[src/rtl/jtag_dmi_bridge_if.sv]
// DMI request/response bus between the DTM bridge (master) and the DM (slave).
interface jtag_dmi_bridge_if #(
  parameter int unsigned ABITS = 7
);
  logic             debug_req_valid;
  logic             debug_req_ready;
  logic [ABITS-1:0] debug_req_bits_addr;
  logic [1:0]       debug_req_bits_op;
  logic [31:0]      debug_req_bits_data;
  logic             debug_resp_valid;
  logic             debug_resp_ready;
  logic [1:0]       debug_resp_bits_resp;
  logic [31:0]      debug_resp_bits_data;

  modport master (
    output debug_req_valid,
    input  debug_req_ready,
    output debug_req_bits_addr,
    output debug_req_bits_op,
    output debug_req_bits_data,
    input  debug_resp_valid,
    output debug_resp_ready,
    input  debug_resp_bits_resp,
    input  debug_resp_bits_data
  );

  modport slave (
    input  debug_req_valid,
    output debug_req_ready,
    input  debug_req_bits_addr,
    input  debug_req_bits_op,
    input  debug_req_bits_data,
    output debug_resp_valid,
    input  debug_resp_ready,
    output debug_resp_bits_resp,
    output debug_resp_bits_data
  );
endinterface

[src/rtl/jtag_dmi_bridge.sv]
// RISC-V 0.13 DTM: dtmcs/dmi shift chains bridged to DMI req/resp.
// Define DTM_IDCODE_EN to add the tap_sel_idcode port and IDCODE chain.
module jtag_dmi_bridge #(
  parameter int unsigned ABITS      = 7,
  parameter int unsigned IDLE_HINT  = 1,
  parameter logic [31:0] IDCODE_VAL = 32'h0000_0001
) (
  input  logic clk,
  input  logic reset,
  input  logic tap_sel_dtmcs,
  input  logic tap_sel_dmi,
`ifdef DTM_IDCODE_EN
  input  logic tap_sel_idcode,
`endif
  input  logic tap_capture,
  input  logic tap_shift,
  input  logic tap_update,
  input  logic tap_tdi,
  output logic tap_tdo,
  jtag_dmi_bridge_if.master dmi
);
  localparam int unsigned N = ABITS + 34;
  localparam logic [2:0] LP_IDLE  = 3'(IDLE_HINT);
  localparam logic [5:0] LP_ABITS = 6'(ABITS);

  logic [31:0]      r_dtmcs, w_dtmcs_n;
  logic [N-1:0]     r_dmi, w_dmi_n;
  logic             r_req_valid, w_req_valid_n;
  logic [ABITS-1:0] r_addr, w_addr_n;
  logic [1:0]       r_op, w_op_n;
  logic [31:0]      r_data, w_data_n;
  logic             r_pending, w_pending_n;
  logic             r_discard, w_discard_n;
  logic [1:0]       r_sticky, w_sticky_n;
  logic [31:0]      r_resp_data, w_resp_data_n;
  logic [1:0]       w_opfield;

  logic w_sel_cs, w_sel_dmi;
  logic w_upd, w_cap, w_sh;
  logic w_resp_ready, w_resp_fire;

`ifdef DTM_IDCODE_EN
  logic [31:0] r_idc, w_idc_n;
  logic        w_sel_id;
  assign w_sel_id = tap_sel_idcode & ~tap_sel_dtmcs & ~tap_sel_dmi;
`else
  logic w_unused_idcode;
  assign w_unused_idcode = ^IDCODE_VAL;
`endif

  assign w_sel_cs  = tap_sel_dtmcs;
  assign w_sel_dmi = tap_sel_dmi & ~tap_sel_dtmcs;
  assign w_upd = tap_update;
  assign w_cap = tap_capture & ~tap_update;
  assign w_sh  = tap_shift & ~tap_update & ~tap_capture;

  assign w_resp_ready = r_pending | r_discard;
  assign w_resp_fire  = dmi.debug_resp_valid & w_resp_ready;

  assign dmi.debug_req_valid     = r_req_valid;
  assign dmi.debug_req_bits_addr = r_addr;
  assign dmi.debug_req_bits_op   = r_op;
  assign dmi.debug_req_bits_data = r_data;
  assign dmi.debug_resp_ready    = w_resp_ready;

  always_comb begin
    w_dtmcs_n     = r_dtmcs;
    w_dmi_n       = r_dmi;
    w_req_valid_n = r_req_valid;
    w_addr_n      = r_addr;
    w_op_n        = r_op;
    w_data_n      = r_data;
    w_pending_n   = r_pending;
    w_discard_n   = r_discard;
    w_sticky_n    = r_sticky;
    w_resp_data_n = r_resp_data;
`ifdef DTM_IDCODE_EN
    w_idc_n       = r_idc;
`endif
    if (r_req_valid & dmi.debug_req_ready)
      w_req_valid_n = 1'b0;
    // Response first so a same-cycle update sees its effect.
    if (w_resp_fire) begin
      if (r_discard) begin
        w_discard_n = 1'b0;
      end else begin
        if (r_op == 2'd1)
          w_resp_data_n = dmi.debug_resp_bits_data;
        if (dmi.debug_resp_bits_resp[1])
          w_sticky_n = dmi.debug_resp_bits_resp;
        w_pending_n = 1'b0;
      end
    end
    w_opfield = w_pending_n ? 2'd3 : w_sticky_n;
    unique case (1'b1)
      w_sel_cs: begin
        if (w_upd) begin
          if (r_dtmcs[16] | r_dtmcs[17])
            w_sticky_n = 2'd0;
          if (r_dtmcs[17]) begin
            w_req_valid_n = 1'b0;
            w_discard_n   = w_discard_n | w_pending_n;
            w_pending_n   = 1'b0;
          end
        end else if (w_cap) begin
          w_dtmcs_n = {14'b0, 3'b0, LP_IDLE,
                       w_sticky_n, LP_ABITS, 4'd1};
        end else if (w_sh) begin
          w_dtmcs_n = {tap_tdi, r_dtmcs[31:1]};
        end
      end
      w_sel_dmi: begin
        if (w_upd) begin
          if ((r_dmi[1] ^ r_dmi[0]) && w_sticky_n == 2'd0) begin
            // A request still outstanding makes this one a busy error.
            if (w_pending_n | w_req_valid_n) begin
              w_sticky_n = 2'd3;
            end else begin
              w_addr_n      = r_dmi[N-1:34];
              w_data_n      = r_dmi[33:2];
              w_op_n        = r_dmi[1:0];
              w_req_valid_n = 1'b1;
              w_pending_n   = 1'b1;
            end
          end
        end else if (w_cap) begin
          w_dmi_n = {r_addr, w_resp_data_n, w_opfield};
        end else if (w_sh) begin
          w_dmi_n = {tap_tdi, r_dmi[N-1:1]};
        end
      end
`ifdef DTM_IDCODE_EN
      w_sel_id: begin
        if (w_cap && !w_upd)
          w_idc_n = IDCODE_VAL;
        else if (w_sh)
          w_idc_n = {tap_tdi, r_idc[31:1]};
      end
`endif
      default: ;
    endcase
  end

  always_comb begin
    tap_tdo = 1'b0;
    unique case (1'b1)
      w_sel_cs:  tap_tdo = r_dtmcs[0];
      w_sel_dmi: tap_tdo = r_dmi[0];
`ifdef DTM_IDCODE_EN
      w_sel_id:  tap_tdo = r_idc[0];
`endif
      default: ;
    endcase
  end

  always_ff @(posedge clk or posedge reset) begin
    if (reset) begin
      r_dtmcs     <= '0;
      r_dmi       <= '0;
      r_req_valid <= 1'b0;
      r_addr      <= '0;
      r_op        <= '0;
      r_data      <= '0;
      r_pending   <= 1'b0;
      r_discard   <= 1'b0;
      r_sticky    <= '0;
      r_resp_data <= '0;
    end else begin
      r_dtmcs     <= w_dtmcs_n;
      r_dmi       <= w_dmi_n;
      r_req_valid <= w_req_valid_n;
      r_addr      <= w_addr_n;
      r_op        <= w_op_n;
      r_data      <= w_data_n;
      r_pending   <= w_pending_n;
      r_discard   <= w_discard_n;
      r_sticky    <= w_sticky_n;
      r_resp_data <= w_resp_data_n;
    end
  end

`ifdef DTM_IDCODE_EN
  always_ff @(posedge clk or posedge reset) begin
    if (reset) r_idc <= '0;
    else       r_idc <= w_idc_n;
  end
`endif
endmodule

[src/flat_wrapper.sv]
// flat-port wrapper written by rule: the top's interface ports become plain ports
module jtag_dmi_bridge_flat 
#(
  parameter int unsigned ABITS      = 7,
  parameter int unsigned IDLE_HINT  = 1,
  parameter logic [31:0] IDCODE_VAL = 32'h0000_0001
)
  (clk, reset, tap_sel_dtmcs, tap_sel_dmi, tap_capture, tap_shift, tap_update, tap_tdi, tap_tdo, dmi_debug_req_valid, dmi_debug_req_ready, dmi_debug_req_bits_addr, dmi_debug_req_bits_op, dmi_debug_req_bits_data, dmi_debug_resp_valid, dmi_debug_resp_ready, dmi_debug_resp_bits_resp, dmi_debug_resp_bits_data);
  jtag_dmi_bridge_if #(.ABITS(ABITS)) dmi_i ();
  input  logic clk;
  input  logic reset;
  input  logic tap_sel_dtmcs;
  input  logic tap_sel_dmi;
  input  logic tap_capture;
  input  logic tap_shift;
  input  logic tap_update;
  input  logic tap_tdi;
  output logic tap_tdo;
  output wire logic [$bits(dmi_i.debug_req_valid)-1:0] dmi_debug_req_valid;
  input wire logic [$bits(dmi_i.debug_req_ready)-1:0] dmi_debug_req_ready;
  output wire logic [$bits(dmi_i.debug_req_bits_addr)-1:0] dmi_debug_req_bits_addr;
  output wire logic [$bits(dmi_i.debug_req_bits_op)-1:0] dmi_debug_req_bits_op;
  output wire logic [$bits(dmi_i.debug_req_bits_data)-1:0] dmi_debug_req_bits_data;
  input wire logic [$bits(dmi_i.debug_resp_valid)-1:0] dmi_debug_resp_valid;
  output wire logic [$bits(dmi_i.debug_resp_ready)-1:0] dmi_debug_resp_ready;
  input wire logic [$bits(dmi_i.debug_resp_bits_resp)-1:0] dmi_debug_resp_bits_resp;
  input wire logic [$bits(dmi_i.debug_resp_bits_data)-1:0] dmi_debug_resp_bits_data;
  assign dmi_debug_req_valid = dmi_i.debug_req_valid;
  assign dmi_i.debug_req_ready = dmi_debug_req_ready;
  assign dmi_debug_req_bits_addr = dmi_i.debug_req_bits_addr;
  assign dmi_debug_req_bits_op = dmi_i.debug_req_bits_op;
  assign dmi_debug_req_bits_data = dmi_i.debug_req_bits_data;
  assign dmi_i.debug_resp_valid = dmi_debug_resp_valid;
  assign dmi_debug_resp_ready = dmi_i.debug_resp_ready;
  assign dmi_i.debug_resp_bits_resp = dmi_debug_resp_bits_resp;
  assign dmi_i.debug_resp_bits_data = dmi_debug_resp_bits_data;
  jtag_dmi_bridge #(.ABITS(ABITS), .IDLE_HINT(IDLE_HINT), .IDCODE_VAL(IDCODE_VAL)) u_core (.clk(clk), .reset(reset), .tap_sel_dtmcs(tap_sel_dtmcs), .tap_sel_dmi(tap_sel_dmi), .tap_capture(tap_capture), .tap_shift(tap_shift), .tap_update(tap_update), .tap_tdi(tap_tdi), .tap_tdo(tap_tdo), .dmi(dmi_i));
endmodule
[config.mk]
export PLATFORM = sky130hd
export DESIGN_NAME = jtag_dmi_bridge_flat
export DESIGN_NICKNAME = d
export VERILOG_FILES = /design/src/rtl/jtag_dmi_bridge_if.sv /design/src/rtl/jtag_dmi_bridge.sv /design/src/flat_wrapper.sv
export SDC_FILE = /design/constraint.sdc
export NUM_CORES = 1
export LEC_CHECK = 0
export BUFFER_PORTS_ARGS = -buffer_cell sky130_fd_sc_hd__buf_2
export CAP_MARGIN = 20
export CORE_ASPECT_RATIO = 0.75
export CORE_MARGIN = 2
export CORE_UTILIZATION = 41
export CTS_CLUSTER_SIZE = 8
export DETAILED_ROUTE_END_ITERATION = 10
export REMOVE_ABC_BUFFERS = 1
export SLEW_MARGIN = 5
export SYNTH_ARGS = -nofsm -noshare
export SYNTH_HDL_FRONTEND = slang
export SYNTH_SLANG_ARGS = --single-unit
[constraint.sdc]
create_clock -name clk -period 5.75 [get_ports clk]
set_input_delay 0.575 -clock clk [delete_from_list [all_inputs] [get_ports clk]]
set_output_delay 0.575 -clock clk [all_outputs]
set_load 0.1 [all_outputs]
==> results of run 1 <==
-- flip-flops by register name, summed over array words and instances (netlist names) --
name and flops:
u_core.r_sticky 2, u_core.dmi.debug_req_bits_op 2, u_core.dmi.debug_req_bits_addr 7, u_core.dmi.debug_req_bits_data 32, u_core.r_pending 1, u_core.r_resp_data 32
u_core.r_dmi 41, u_core.r_dtmcs 32, u_core.r_discard 1, u_core.dmi.debug_req_valid 1
-- report_power, final --
| group | internal [W] | total (W) | switching, W |
|---|---|---|---|
| combinational | 0.000432 | 0.00161 | 0.00117 |
| sequential | 0.00141 | 0.00161 | 0.000203 |
| clock | 0.000756 | 0.00120 | 0.000447 |
| total | 0.00260 | 0.00442 | 0.00182 |
-- cell families after synthesis --
| kind of cell | count (synthesis) | share of synthesized area |
|---|---|---|
| AOI/OAI and AO/OA | 93 | 0.102 |
| xor gates and xnor gates | 1 | 0.00134 |
| buffers and inverters | 49 | 0.0387 |
| DFF | 151 | 0.579 |
| muxes | 81 | 0.153 |
| and+or+nand+nor | 182 | 0.126 |
-- worst max-delay path: stages --
cell and delay, ns:
sky130_fd_sc_hd__buf_2 0.16, sky130_fd_sc_hd__or3b_2 0.45, sky130_fd_sc_hd__buf_4 0.33, sky130_fd_sc_hd__or2_2 0.72, sky130_fd_sc_hd__a221o_1 0.49
-- cell usage in the layout, fill, tap and decap left out, types with 2 or more instances in the layout --
cell type | synthesis | final
sky130_fd_sc_hd__a211oi_1 | 2 | 2
sky130_fd_sc_hd__a221o_1 | 32 | 32
sky130_fd_sc_hd__inv_6 | 0 | 2
sky130_fd_sc_hd__dfrtp_1 | 151 | 151
sky130_fd_sc_hd__buf_2 | 7 | 87
sky130_fd_sc_hd__bufinv_16 | 0 | 4
sky130_fd_sc_hd__nor3_1 | 32 | 32
sky130_fd_sc_hd__a21o_1 | 4 | 4
sky130_fd_sc_hd__mux2i_1 | 9 | 9
sky130_fd_sc_hd__a311oi_1 | 2 | 2
sky130_fd_sc_hd__clkbuf_8 | 0 | 2
sky130_fd_sc_hd__clkinv_4 | 0 | 4
sky130_fd_sc_hd__clkbuf_16 | 0 | 17
sky130_fd_sc_hd__nor2_1 | 38 | 38
sky130_fd_sc_hd__nand2_1 | 71 | 71
sky130_fd_sc_hd__inv_1 | 5 | 4
sky130_fd_sc_hd__mux2_2 | 38 | 38
sky130_fd_sc_hd__mux2_4 | 27 | 27
sky130_fd_sc_hd__or2_2 | 1 | 2
sky130_fd_sc_hd__nand2b_1 | 3 | 3
sky130_fd_sc_hd__nand3_1 | 26 | 25
sky130_fd_sc_hd__clkinvlp_4 | 0 | 2
sky130_fd_sc_hd__a21oi_1 | 34 | 34
sky130_fd_sc_hd__o21ai_0 | 13 | 13
sky130_fd_sc_hd__buf_4 | 0 | 7
sky130_fd_sc_hd__o22ai_1 | 2 | 2
sky130_fd_sc_hd__mux2_1 | 7 | 7
sky130_fd_sc_hd__or3b_2 | 1 | 2
-- per-layer routing --
metal  vias to the layer above  wire [um]
met5                         -          0
met4                         0         56
met3                         6        763
met2                       126       5980
met1                      2225       7130
li1                       2110          -
-- area by class of cell --
| cell class | count | area, sq um | share of cell area |
|---|---|---|---|
| multi-input combinational | 357 | 2520 | 0.326 |
| timing repair buffer | 94 | 488 | 0.0633 |
| inverter | 5 | 23.8 | 0.00308 |
| clock inverter | 13 | 195 | 0.0253 |
| sequential | 151 | 3780 | 0.490 |
| tap | 205 | 256 | 0.0333 |
| clock buffer | 19 | 453 | 0.0587 |
-- worst paths after layout --
path / start / end / slack [ns] / depth (start not counted)
setup reg to reg: u_core.r_discard / u_core.r_dmi[32] / 3.45 / 5
setup / recovery: tap_update / u_core.r_dmi[32] / 3.28 / 5
min in group clk: dmi_debug_req_ready / u_core.dmi.debug_req_valid / 0.37 / 2
hold / removal: reset / u_core.dmi.debug_req_bits_addr[1] / 0.33 / 2
max in group asynchronous: reset / u_core.r_sticky[0] / 4.19 / 3
hold reg to reg: u_core.r_dtmcs[5] / u_core.r_dtmcs[5] / 0.47 / 2
-- through the flow --
stage	util	total power [W]	hold slack, ns
3_5_place_dp	0.458	0.00324	0.451
2_1_floorplan	-	0.00292	0.433
6_report	0.500	0.00442	0.332
3_3_place_gp	0.458	0.00320	0.443
5_1_grt	0.500	0.00462	0.377
4_1_cts	0.500	0.00446	0.355
==> flow_results.xml, run 1 <==
<?xml version="1.0" encoding="UTF-8"?>
<metrics>
  <group name="detailed_routing">
    <metric name="avgViaCountPerCell" unit="">5.29</metric>
    <metric name="drt_first_pass_iters" unit="">5</metric>
    <metric name="postRouteAntennaNets" unit="">0</metric>
    <metric name="via_count" unit="">4467</metric>
    <metric name="drt_wl_total" unit="um">13900</metric>
    <metric name="remaining_drc_errors" unit="">0</metric>
    <metric name="initialDrtViolationCount" unit="">338</metric>
    <metric name="wire_per_inst" unit="um">16.5</metric>
  </group>
  <group name="sta">
    <metric name="final_period_minus_worst_setup_slack" unit="ns">2.47</metric>
    <metric name="finClkSkew" unit="ns">0.0137</metric>
    <metric name="final.period_utilization" unit="">0.430</metric>
    <metric name="slew-limit-headroom" unit="">0.345</metric>
    <metric name="report.final.setup_viol" unit="">0</metric>
    <metric name="max_clock_freq" unit="MHz">405</metric>
    <metric name="totalNegativeSetupSlack" unit="ns">0</metric>
    <metric name="slew_violations" unit="">0</metric>
    <metric name="final_critical_path_setup_slack" unit="ns">3.28</metric>
    <metric name="tightestPinTransition" unit="ns">0.982</metric>
    <metric name="hold_viol" unit="">0</metric>
    <metric name="grt_setup_unrepaired" unit="">false</metric>
  </group>
  <group name="floorplanning">
    <metric name="initial_utilization" unit="">0.424</metric>
    <metric name="boundaryPins" unit="">88</metric>
    <metric name="fp.dieArea" unit="sq um">17000</metric>
    <metric name="die_w" unit="um">150</metric>
    <metric name="core" unit="sq um">15400</metric>
    <metric name="rows" unit="">39</metric>
    <metric name="die-height" unit="um">113</metric>
  </group>
  <group name="clock_tree">
    <metric name="clockBufferDepth" unit="">2</metric>
    <metric name="htree_num_levels" unit="">4</metric>
    <metric name="insertion_delay_of_the_later_clocked_pin_in_the_worst_skew_pair" unit="ns">0.42</metric>
    <metric name="post_cts_setup_driven_buffer_insertion_count" unit="">0</metric>
    <metric name="clk_transition_reported_paths" unit="ns">0.06</metric>
    <metric name="tritoncts_num_sinks" unit="">151</metric>
    <metric name="cts-root-buf" unit="">sky130_fd_sc_hd__clkbuf_16</metric>
    <metric name="postCtsHoldBufs" unit="">0</metric>
    <metric name="cts_tree" unit="">done</metric>
    <metric name="cts-buffers-inserted" unit="">17</metric>
    <metric name="ctsResizeCount" unit="">0</metric>
  </group>
  <group name="synthesis">
    <metric name="seq_area_frac_synth" unit="">0.579</metric>
    <metric name="syn-mean-instance-area" unit="sq um">11.7</metric>
    <metric name="synth-warning-count" unit="">0</metric>
    <metric name="netlist_instances" unit="">557</metric>
    <metric name="yosys.cell_types.count" unit="">37</metric>
    <metric name="asyncSetResetFlopFracSynth" unit="">1.00</metric>
    <metric name="synth.most_common_cell" unit="">sky130_fd_sc_hd__dfrtp_1</metric>
    <metric name="synth_largest_area_cell" unit="">sky130_fd_sc_hd__dfrtp_1</metric>
    <metric name="synth_enable_flop_cells" unit="">0</metric>
    <metric name="synth_area_leaders" unit="">sky130_fd_sc_hd__dfrtp_1 (58%), sky130_fd_sc_hd__mux2_2 (6.6%), sky130_fd_sc_hd__mux2_4 (6.2%)</metric>
    <metric name="synth_top_area_share" unit="">0.579</metric>
    <metric name="synth.cell_area" unit="sq um">6530</metric>
    <metric name="synthTopCellsByCount" unit="">sky130_fd_sc_hd__dfrtp_1 (151), sky130_fd_sc_hd__nand2_1 (71), sky130_fd_sc_hd__mux2_2 (38), sky130_fd_sc_hd__nor2_1 (38), sky130_fd_sc_hd__a21oi_1 (34)</metric>
    <metric name="synth-main-ff-cell" unit="">sky130_fd_sc_hd__dfrtp_1</metric>
    <metric name="flip_flop_and_latch_count_after_synthesis" unit="">151</metric>
  </group>
  <group name="placement">
    <metric name="place_hpwl" unit="um">8340</metric>
    <metric name="postPlaceCellArea" unit="sq um">7060</metric>
    <metric name="place_congestion" unit="">0.773</metric>
    <metric name="dpl_worst_slack" unit="ns">2.85</metric>
    <metric name="dpl.cell_count" unit="">812</metric>
    <metric name="port-buffer-count" unit="">87</metric>
  </group>
  <group name="grt">
    <metric name="grt_first_pass_wirelength" unit="um">22700</metric>
    <metric name="met3_usage" unit="">0.0415</metric>
    <metric name="grt_antenna_before_repair" unit="">0</metric>
    <metric name="global_route.overflow_total" unit="">0</metric>
    <metric name="track_usage" unit="">0.170</metric>
    <metric name="grt_start_max_net_pins" unit="">99</metric>
    <metric name="met1_usage" unit="">0.259</metric>
    <metric name="grt_most_used_layer" unit="">met1</metric>
    <metric name="grt_pass1_vias" unit="">4327</metric>
    <metric name="global_route.usage.met2" unit="">0.243</metric>
  </group>
  <group name="min_path">
    <metric name="worstHoldPathType" unit="">in2async</metric>
  </group>
  <group name="worst_setup_path">
    <metric name="setup.worst_path.end_class" unit="">flip-flop</metric>
    <metric name="setup.worst_path.class" unit="">in2reg</metric>
    <metric name="cp_data_required_time" unit="ns">6.04</metric>
    <metric name="setup.worst_path.start_class" unit="">primary input</metric>
    <metric name="worst-endpoint-arrival" unit="ns">2.76</metric>
    <metric name="crit_fanout" unit="">65</metric>
  </group>
  <group name="layout">
    <metric name="fin_area" unit="sq um">7710</metric>
    <metric name="drive_gt1_frac" unit="">0.315</metric>
    <metric name="antennaDiodeCount" unit="">0</metric>
    <metric name="filler_cell_count" unit="">1370</metric>
    <metric name="finalNonFillerCells" unit="">844</metric>
    <metric name="nNetsFinal" unit="">670</metric>
    <metric name="flow.area_growth_from_synthesis" unit="%">18.1</metric>
  </group>
  <group name="status">
    <metric name="status" unit="">completed</metric>
  </group>
  <group name="pwr">
    <metric name="vdd_drop_max" unit="mV">0.391</metric>
    <metric name="leakagePower" unit="nW">3.78</metric>
    <metric name="cellPowerDensity" unit="nW/um^2">573</metric>
  </group>
  <group name="flow_run">
    <metric name="drv.max_cap_violation_count" unit="">0</metric>
  </group>
</metrics>
Power figures use the tool's default switching activity.
==> run 2, diff against run 1 <==
==> constraint.sdc (replaced) <==
create_clock -name clk -period 2.6 [get_ports clk]
set_input_delay 0.26 -clock clk [delete_from_list [all_inputs] [get_ports clk]]
set_output_delay 0.26 -clock clk [all_outputs]
set_load 0.1 [all_outputs]
==> flow_results.xml, run 2 (synthesized netlist as in run 1, its figures left out) <==
<?xml version="1.0" encoding="UTF-8"?>
<metrics>
  <group name="layout">
    <metric name="layout.cells.most_common_list" unit="">sky130_fd_sc_hd__dfrtp_1 (151), sky130_fd_sc_hd__buf_2 (87), sky130_fd_sc_hd__nand2_1 (71)</metric>
    <metric name="largest-register" unit="">u_core.r_dmi</metric>
    <metric name="drive_gt1_frac" unit="">0.317</metric>
    <metric name="flow.area_growth_from_synthesis" unit="%">19.0</metric>
    <metric name="layout_commonest_cell" unit="">sky130_fd_sc_hd__dfrtp_1</metric>
    <metric name="filler_cell_count" unit="">1399</metric>
    <metric name="largest_register_ff_count" unit="">41</metric>
    <metric name="nNetsFinal" unit="">675</metric>
  </group>
  <group name="floorplanning">
    <metric name="fp.dieArea" unit="sq um">17000</metric>
    <metric name="die_w" unit="um">150</metric>
    <metric name="initial_utilization" unit="">0.424</metric>
    <metric name="core" unit="sq um">15400</metric>
    <metric name="rows" unit="">39</metric>
    <metric name="die-height" unit="um">113</metric>
    <metric name="boundaryPins" unit="">88</metric>
  </group>
  <group name="worst_setup_path">
    <metric name="crit_family" unit="">simple AND/OR/NAND/NOR gates</metric>
    <metric name="worst_r2r_endpoint" unit="">u_core.r_dmi[33]</metric>
    <metric name="worst-r2r-setup-slack" unit="ns">0.51</metric>
    <metric name="worst-endpoint-arrival" unit="ns">2.38</metric>
    <metric name="max_stage_delay" unit="ns">0.41</metric>
    <metric name="timing.rr.start" unit="">u_core.r_discard</metric>
    <metric name="crit_slowest_cell" unit="">sky130_fd_sc_hd__dfrtp_1</metric>
    <metric name="critical_path.startpoint" unit="">u_core.r_discard</metric>
    <metric name="setup.worst_path.end_class" unit="">flip-flop</metric>
    <metric name="setup.worst_path.class" unit="">reg2reg</metric>
    <metric name="crit_fanout" unit="">32</metric>
    <metric name="critical_path_depth" unit="">5</metric>
    <metric name="worst_r2r_path_depth" unit="">5</metric>
    <metric name="cp_data_required_time" unit="ns">2.89</metric>
    <metric name="critPathCapture" unit="">u_core.r_dmi[33]</metric>
    <metric name="path_cells" unit="">and3b_1, nor3b_4, buf_12, mux2_2, a221o_1</metric>
    <metric name="cp_num_buf_inv" unit="">1</metric>
    <metric name="setup.worst_path.start_class" unit="">flip-flop</metric>
  </group>
  <group name="sta">
    <metric name="grt_setup_unrepaired" unit="">false</metric>
    <metric name="tightestPinTransition" unit="ns">1.01</metric>
    <metric name="report.final.setup_viol" unit="">0</metric>
    <metric name="final_critical_path_setup_slack" unit="ns">0.511</metric>
    <metric name="slew-limit-headroom" unit="">0.328</metric>
    <metric name="hold_viol" unit="">0</metric>
    <metric name="final_period_minus_worst_setup_slack" unit="ns">2.09</metric>
    <metric name="slew_violations" unit="">0</metric>
    <metric name="finClkSkew" unit="ns">0.00855</metric>
    <metric name="max_clock_freq" unit="MHz">479</metric>
    <metric name="final.period_utilization" unit="">0.803</metric>
  </group>
  <group name="grt">
    <metric name="grt_first_pass_wirelength" unit="um">23100</metric>
    <metric name="track_usage" unit="">0.177</metric>
    <metric name="grt_pass1_vias" unit="">4307</metric>
    <metric name="global_route.overflow_total" unit="">0</metric>
    <metric name="grt_antenna_before_repair" unit="">1</metric>
    <metric name="met3_usage" unit="">0.0617</metric>
    <metric name="grt_most_used_layer" unit="">met1</metric>
    <metric name="grt_start_max_net_pins" unit="">65</metric>
    <metric name="met1_usage" unit="">0.269</metric>
    <metric name="global_route.usage.met2" unit="">0.241</metric>
  </group>
  <group name="placement">
    <metric name="place_congestion" unit="">0.770</metric>
    <metric name="port-buffer-count" unit="">87</metric>
    <metric name="dpl_worst_slack" unit="ns">0.430</metric>
    <metric name="place_hpwl" unit="um">8680</metric>
  </group>
  <group name="detailed_routing">
    <metric name="drt_first_pass_iters" unit="">5</metric>
    <metric name="avgViaCountPerCell" unit="">5.29</metric>
    <metric name="postRouteAntennaNets" unit="">0</metric>
    <metric name="via_count" unit="">4490</metric>
    <metric name="wire_per_inst" unit="um">16.9</metric>
    <metric name="remaining_drc_errors" unit="">0</metric>
    <metric name="drt_wl_total" unit="um">14400</metric>
    <metric name="initialDrtViolationCount" unit="">326</metric>
  </group>
  <group name="clock_tree">
    <metric name="cts-buffers-inserted" unit="">17</metric>
    <metric name="cts_tree" unit="">done</metric>
    <metric name="htree_num_levels" unit="">4</metric>
    <metric name="tritoncts_num_sinks" unit="">151</metric>
    <metric name="clk_transition_reported_paths" unit="ns">0.06</metric>
    <metric name="ctsResizeCount" unit="">0</metric>
    <metric name="cts-root-buf" unit="">sky130_fd_sc_hd__clkbuf_16</metric>
    <metric name="clockBufferDepth" unit="">2</metric>
    <metric name="insertion_delay_of_the_later_clocked_pin_in_the_worst_skew_pair" unit="ns">0.42</metric>
  </group>
  <group name="min_path">
    <metric name="hold_start" unit="">dmi_debug_req_ready</metric>
    <metric name="worst_hold_path.num_cells" unit="">2</metric>
    <metric name="worstHoldPathType" unit="">in2reg</metric>
  </group>
  <group name="pwr">
    <metric name="cellPowerDensity" unit="nW/um^2">1250</metric>
    <metric name="vdd_drop_max" unit="mV">0.695</metric>
    <metric name="leakagePower" unit="nW">3.80</metric>
    <metric name="finalPower" unit="W">0.00975</metric>
  </group>
  <group name="flow_run">
    <metric name="drv.max_cap_violation_count" unit="">0</metric>
  </group>
  <group name="status">
    <metric name="status" unit="">completed</metric>
  </group>
</metrics>
-- run 2: metal layers --
layer | share of wire | wire length (um)
met5 | 0 | 0
met4 | 0.0086 | 123
met3 | 0.059 | 842
met2 | 0.42 | 6030
met1 | 0.51 | 7390
-- run 2: worst min path at each step --
stage	to
6_report	u_core.dmi.debug_req_valid
5_1_grt	u_core.dmi.debug_req_valid
4_1_cts	u_core.dmi.debug_req_valid
3_5_place_dp	u_core.dmi.debug_req_bits_addr[2]
3_3_place_gp	u_core.dmi.debug_req_bits_addr[1]
2_1_floorplan	u_core.dmi.debug_req_valid
-- run 2: timing repair --
action	in CTS	in global routing
buffers inserted	0	0
endpoints found under the hold margin	57	0
hold buffers	1	0
-- run 2: cell type report --
type                            instances  area (sq um)  share of cell area
Sequential cell                       151          3780               0.486
Clock buffer                           19           453              0.0583
Clock inverter                         12           174              0.0224
Antenna cell                            1          2.50            0.000322
Inverter                                5          23.8             0.00306
Tap cell                              205           256              0.0330
Multi-Input combinational cell        357          2520               0.324
Timing Repair Buffer                   99           566              0.0728
-- run 2: per-stage QoR --
step / instance area, sq um / instances / utilization / setup TNS [ns] / hold slack, ns
3_5_place_dp: 7130 / 816 / 0.463 / 0 / 0.375
4_1_cts: 7770 / 848 / 0.504 / 0 / 0.0392
5_1_grt: 7770 / 848 / 0.504 / 0 / 0.0445
3_3_place_gp: 7130 / 816 / 0.463 / 0 / 0.365
2_1_floorplan: 6300 / 513 / - / -306.69 / 0.370
6_report: 7770 / 849 / 0.504 / 0 / 0.0525
-- run 2: report_power, final --
group / leakage [nW] / internal [W] / switching, W
clock network: 0.297 / 0.00165 / 0.000968
registers: 1.93 / 0.00312 / 0.000437
logic: 1.57 / 0.000965 / 0.00261
total: 3.80 / 0.00574 / 0.00401
